$ cat src/rtl/mem_fifo_pkg.sv
// Shared sizing and pointer helpers for the 48x64 memory-backed FIFO controller.
package mem_fifo_pkg;

    localparam int DEPTH      = 48;
    localparam int WIDTH      = 64;
    localparam int MASK_GRAN  = 8;
    localparam int OBUF_DEPTH = 3;

    localparam int ADDR_W  = 6;
    localparam int MASK_W  = WIDTH / MASK_GRAN;
    localparam int LEVEL_W = 6;
    localparam int OCNT_W  = 2;

    // DEPTH is not a power of two, so the wrap has to be explicit.
    function automatic logic [ADDR_W-1:0] ptr_inc(input logic [ADDR_W-1:0] p);
        return (p == ADDR_W'(DEPTH - 1)) ? '0 : p + ADDR_W'(1);
    endfunction

endpackage

$ cat src/rtl/mem_fifo_obuf.sv
// Three-entry circular output buffer that absorbs the memory's one-cycle read latency.
module mem_fifo_obuf
    import mem_fifo_pkg::*;
(
    input  logic              clk_i,
    input  logic              rst_ni,
    input  logic              push_i,
    input  logic [WIDTH-1:0]  push_data_i,
    input  logic              pop_i,
    output logic [OCNT_W-1:0] count_o,
    output logic              valid_o,
    output logic [WIDTH-1:0]  head_data_o
);

    logic [WIDTH-1:0]  data_q [OBUF_DEPTH];
    logic [OCNT_W-1:0] head_q, head_d;
    logic [OCNT_W-1:0] tail_q, tail_d;
    logic [OCNT_W-1:0] count_q, count_d;
    logic              pop_fire;

    function automatic logic [OCNT_W-1:0] slot_inc(input logic [OCNT_W-1:0] s);
        return (s == OCNT_W'(OBUF_DEPTH - 1)) ? '0 : s + OCNT_W'(1);
    endfunction

    assign pop_fire    = pop_i & (count_q != '0);
    assign count_o     = count_q;
    assign valid_o     = (count_q != '0);
    assign head_data_o = data_q[head_q];

    always_comb begin
        head_d  = head_q;
        tail_d  = tail_q;
        count_d = count_q;
        if (push_i) begin
            tail_d = slot_inc(tail_q);
        end
        if (pop_fire) begin
            head_d = slot_inc(head_q);
        end
        case ({push_i, pop_fire})
            2'b10:   count_d = count_q + OCNT_W'(1);
            2'b01:   count_d = count_q - OCNT_W'(1);
            default: count_d = count_q;
        endcase
    end

    always_ff @(posedge clk_i) begin
        if (!rst_ni) begin
            head_q  <= '0;
            tail_q  <= '0;
            count_q <= '0;
        end else begin
            head_q  <= head_d;
            tail_q  <= tail_d;
            count_q <= count_d;
        end
    end

    // Storage is not reset; count_q alone decides what is visible.
    always_ff @(posedge clk_i) begin
        if (push_i) begin
            data_q[tail_q] <= push_data_i;
        end
    end

endmodule

$ cat src/rtl/mem_fifo_ctrl_48x64.sv
// 48x64 FIFO controller driving a 1R1W masked memory; optional level port under MEM_FIFO_LEVEL_EN.
module mem_fifo_ctrl_48x64
    import mem_fifo_pkg::*;
(
    input  logic              clock,
    input  logic              reset_n,
    input  logic              enq_valid,
    output logic              enq_ready,
    input  logic [WIDTH-1:0]  enq_data,
    output logic              deq_valid,
    input  logic              deq_ready,
    output logic [WIDTH-1:0]  deq_data,
    output logic [ADDR_W-1:0] W0_addr,
    output logic              W0_en,
    output logic [WIDTH-1:0]  W0_data,
    output logic [MASK_W-1:0] W0_mask,
    output logic [ADDR_W-1:0] R0_addr,
    output logic              R0_en,
    input  logic [WIDTH-1:0]  R0_data
`ifdef MEM_FIFO_LEVEL_EN
    ,
    output logic [LEVEL_W-1:0] level
`endif
);

    localparam logic [ADDR_W-1:0]   MCNT_FULL = ADDR_W'(DEPTH);
    localparam logic [OCNT_W:0]     OBUF_ROOM = (OCNT_W + 1)'(OBUF_DEPTH - 1);

    logic [ADDR_W-1:0] wptr_q, wptr_d;
    logic [ADDR_W-1:0] rptr_q, rptr_d;
    logic [ADDR_W-1:0] mcnt_q, mcnt_d;
    logic              inflight_q, inflight_d;
    logic [OCNT_W-1:0] ocnt;
    logic              obuf_valid;
    logic              enq_fire;
    logic              issue;
    logic              deq_fire;

    assign enq_ready = reset_n & (mcnt_q < MCNT_FULL);
    assign enq_fire  = enq_valid & enq_ready;

    // Reserve a buffer slot for every outstanding read so a capture never overflows.
    assign issue = reset_n & (mcnt_q != '0)
                 & (((OCNT_W + 1)'(ocnt) + (OCNT_W + 1)'(inflight_q)) <= OBUF_ROOM);

    assign deq_valid = reset_n & obuf_valid;
    assign deq_fire  = deq_valid & deq_ready;

    assign W0_en   = enq_fire;
    assign W0_addr = wptr_q;
    assign W0_data = enq_data;
    assign W0_mask = enq_fire ? '1 : '0;
    assign R0_en   = issue;
    assign R0_addr = rptr_q;

    always_comb begin
        wptr_d     = enq_fire ? ptr_inc(wptr_q) : wptr_q;
        rptr_d     = issue ? ptr_inc(rptr_q) : rptr_q;
        inflight_d = issue;
        case ({enq_fire, issue})
            2'b10:   mcnt_d = mcnt_q + ADDR_W'(1);
            2'b01:   mcnt_d = mcnt_q - ADDR_W'(1);
            default: mcnt_d = mcnt_q;
        endcase
    end

    always_ff @(posedge clock) begin
        if (!reset_n) begin
            wptr_q     <= '0;
            rptr_q     <= '0;
            mcnt_q     <= '0;
            inflight_q <= 1'b0;
        end else begin
            wptr_q     <= wptr_d;
            rptr_q     <= rptr_d;
            mcnt_q     <= mcnt_d;
            inflight_q <= inflight_d;
        end
    end

    mem_fifo_obuf u_obuf (
        .clk_i       (clock),
        .rst_ni      (reset_n),
        .push_i      (inflight_q),
        .push_data_i (R0_data),
        .pop_i       (deq_fire),
        .count_o     (ocnt),
        .valid_o     (obuf_valid),
        .head_data_o (deq_data)
    );

`ifdef MEM_FIFO_LEVEL_EN
    assign level = reset_n ? (LEVEL_W'(mcnt_q) + LEVEL_W'(ocnt) + LEVEL_W'(inflight_q)) : '0;
`endif

endmodule
$ cat config.mk
export PLATFORM = sky130hd
export DESIGN_NAME = mem_fifo_ctrl_48x64
export DESIGN_NICKNAME = d
export VERILOG_FILES = /design/src/rtl/mem_fifo_pkg.sv /design/src/rtl/mem_fifo_obuf.sv /design/src/rtl/mem_fifo_ctrl_48x64.sv
export SDC_FILE = /design/constraint.sdc
export NUM_CORES = 1
export LEC_CHECK = 0
export BUFFER_PORTS_ARGS = -buffer_cell sky130_fd_sc_hd__buf_2
export CAP_MARGIN = 20
export CORE_ASPECT_RATIO = 2
export CORE_UTILIZATION = 46
export CTS_CLUSTER_DIAMETER = 40
export DETAILED_ROUTE_END_ITERATION = 8
export MAX_ROUTING_LAYER = met4
export PLACE_DENSITY = 0.73
export SETUP_SLACK_MARGIN = 0.05
export SLEW_MARGIN = 10
export SYNTH_ARGS = -nofsm -noshare
export SYNTH_HDL_FRONTEND = slang
export SYNTH_SLANG_ARGS = --single-unit
$ cat constraint.sdc
create_clock -name clock -period 10.9 [get_ports clock]
set_input_delay 1.635 -clock clock [delete_from_list [all_inputs] [get_ports clock]]
set_output_delay 1.635 -clock clock [all_outputs]
set_load 0.01 [all_outputs]
==> results.yml <==
critical_path:
  start_kind: "input port"
  reg2regPathDepth: 12
  cp-endpoint: "W0_mask[2]"
  timing.reg2reg.setup_slack_ps: 7410
  r2r_end: "mcnt_q[5]"
  cp-end-kind: "output port"
  crit_arrival_ps: 2780
  path_max_fanout: 22
  critPathLaunch: "reset_n"
  critPathKind: "input port to output port"
  worstReg2RegStart: "u_obuf.count_o[0]"
  crit_required_ps: 9270
timing:
  final_hold_viol_count: 0
  max_freq_mhz: 226
  rsz0062_at_grt: "no"
  tightest_slew_ps: 845
  finalCritPeriodShare_pct: 40.5
  setup_viol: 0
  drv_slew: 0
  tns_ps: 0
  timing.slew.headroom_pct: 43.7
  skew_ps: 17.2
  post-route-min-period_ps: 4420
clocking:
  cts_buffers: 19
  cts.sinks: 219
  clock_latency_ps: 490
  postCtsResizedCells: 0
  cts_max_path_buffers: 3
  root_buffer: "clkbuf_16"
  holdBufCountCts: 0
  clkTransAtPathRegs_ps: 70
  tritoncts: "built"
  cts_setup_buffers: 0
  htreeDepth: 1
routing:
  drt_iter0_drc: 180
  topRoutingLayerUsed: "met4"
  drc_errors: 0
  postRouteAntennaNets: 0
  dr.pass1.iters: 5
  wl_um: 18600
  vias: 5113
  wl_per_cell_um: 18.6
  met3_length_um: 1000
  wl_met2_um: 10600
  via_per_inst: 5.11
  met1_length_um: 5800
grt:
  grt_max_degree: 93
  overflow: 0
  grt_pass1_wl_um: 26400
  grtUsageTotal_pct: 18.4
  antenna_found_initial: 4
  grt_pass1_vias: 4907
layout:
  nets: 869
  synthToLayoutAreaGrowth_pct: 12.5
  drive_gt1_share_pct: 27.6
  fillers: 1672
die:
  io_pins: 284
  coreArea_mm2: 0.0193
  rows: 72
  dieWidth_um: 101
  fp.dieArea_mm2: 0.0203
  initial_core_util_pct: 47.0
  fp.dieH_um: 200
logic_synthesis:
  ys_seq_area_share_pct: 69.7
  synthDominantCellAreaShare_pct: 63.7
  synth.distinct_cells: 44
  synth_edf_count: 192
  syn-num-nets: 783
  syn_inst: 639
  synthTopCellsByCount: "192 x edfxtp_1, 76 x nand2_1, 72 x buf_4, 68 x mux2i_1, 67 x o21ai_0"
  synth_most_common_cell: "edfxtp_1"
  ys_warn_count: 0
  syn_area_per_cell_um2: 14.2
  async_flop_share_pct: 0
  synth_area_leaders: "edfxtp_1 64%, mux2i_1 7.5%, buf_4 6.0%"
  yosys.area.top_type: "edfxtp_1"
  ys_ff_latch: 219
  synth_ff_type: "edfxtp_1"
  syn-cell-area_mm2: 0.00905
run_status:
  outcome: "complete, no violations"
place:
  hpwl_um: 12500
  place.gp.congestion: 0.823
  io_buffers: 155
pwr:
  leakage_nw: 3.61
  powerDensity_mw_per_mm2: 220
  ir_drop_mv: 0.172
  total_power_w: 0.00224
run:
  drv_cap: 0
min_path:
  hold_path_class: "register to register"
==> state kept, by name, indices dropped and copies added (netlist names), named ones only <==
register and flops:
u_obuf.data_q 192, W0_addr 6, inflight_q 1, u_obuf.tail_q 2, R0_addr 6, u_obuf.count_o 2
mcnt_q 6, u_obuf.head_q 2
==> logic make-up (layout without fill, tap and decap cells) <==
| family | Yosys count | in the layout | synth area share [%] |
|---|---|---|---|
| flops | 219 | 219 | 69.7 |
| other cells | 0 | 4 | 0 |
| xor+xnor | 9 | 9 | 0.871 |
| buf+inv | 105 | 204 | 7.44 |
| compound gates | 97 | 97 | 6.37 |
| simple gates | 129 | 129 | 6.41 |
| mux | 68 | 68 | 7.52 |
| fa+ha+maj | 12 | 12 | 1.74 |
==> critical path, stage by stage <==
cell	delay [ps]
buf_2	320
a21boi_2	350
nand2_1	160
inv_2	160
buf_2	160
==> area by class of cell <==
| cell class | count | area, µm² | area share [%] |
|---|---|---|---|
| Sequential cell | 219 | 6310 | 62.0 |
| Inverter | 8 | 30.0 | 0.295 |
| Clock inverter | 11 | 68.8 | 0.675 |
| Clock buffer | 23 | 522 | 5.12 |
| Tap cell | 259 | 324 | 3.18 |
| Antenna cell | 4 | 10.0 | 0.0982 |
| Timing Repair Buffer | 162 | 828 | 8.13 |
| Multi-Input combinational cell | 315 | 2090 | 20.5 |
==> power breakdown <==
group | total [W] | leakage (nW) | switching, W | internal (W)
sequential | 0.00108 | 1.97 | 0.0000611 | 0.00102
combinational | 0.000535 | 1.35 | 0.000315 | 0.000220
clock | 0.000625 | 0.294 | 0.000280 | 0.000345
==> through the flow <==
| stage | cell area (µm²) | cells | setup slack (ps) | utilization, % | hold WS [ps] |
|---|---|---|---|---|---|
| final | 10200 | 1001 | 6480 | 52.8 | 495 |
| after global routing | 10200 | 1001 | 6360 | 52.8 | 517 |
| after CTS | 10200 | 997 | 6480 | 52.8 | 493 |
| after detailed placement | 9590 | 963 | 6480 | 49.7 | 477 |
| after global placement | 9590 | 963 | 6510 | 49.7 | 470 |
| after floorplan | 9050 | 639 | 5170 | - | 457 |
==> placed cells by master, fill, tap and decap left out, types with 4 or more instances in the layout <==
cell       instances
nand4_1            4
buf_4              7
nand2_1           76
and2_1             5
buf_2            155
inv_1              8
o31ai_1            4
a21oi_1            9
xor2_1             6
diode_2            4
edfxtp_1         192
o21ai_0           67
ha_1              11
nand3_1           10
nor2_1            17
dfxtp_1           25
clkbuf_16         20
mux2i_1           68
==> worst min-delay path by stage <==
stage | start | endpoint | slack (ps) | cells after the start
final | W0_addr[1] | W0_addr[1] | 500 | 2
after global routing | u_obuf.head_q[1] | register | 520 | 1
after CTS | u_obuf.head_q[0] | register | 490 | 2
after detailed placement | u_obuf.head_q[1] | register | 480 | 1
after global placement | u_obuf.head_q[1] | register | 470 | 1
after floorplan | u_obuf.head_q[0] | register | 460 | 1
==> per-layer routing <==
| metal | GRT usage [%] | vias up |
|---|---|---|
| met1 | 15.0 | 2417 |
| met5 | - | - |
| met2 | 35.5 | 157 |
| met3 | 2.69 | 96 |
| li1 | - | 2443 |
| met4 | 12.6 | 0 |
Note: power is estimated with default switching activity, not from simulation.
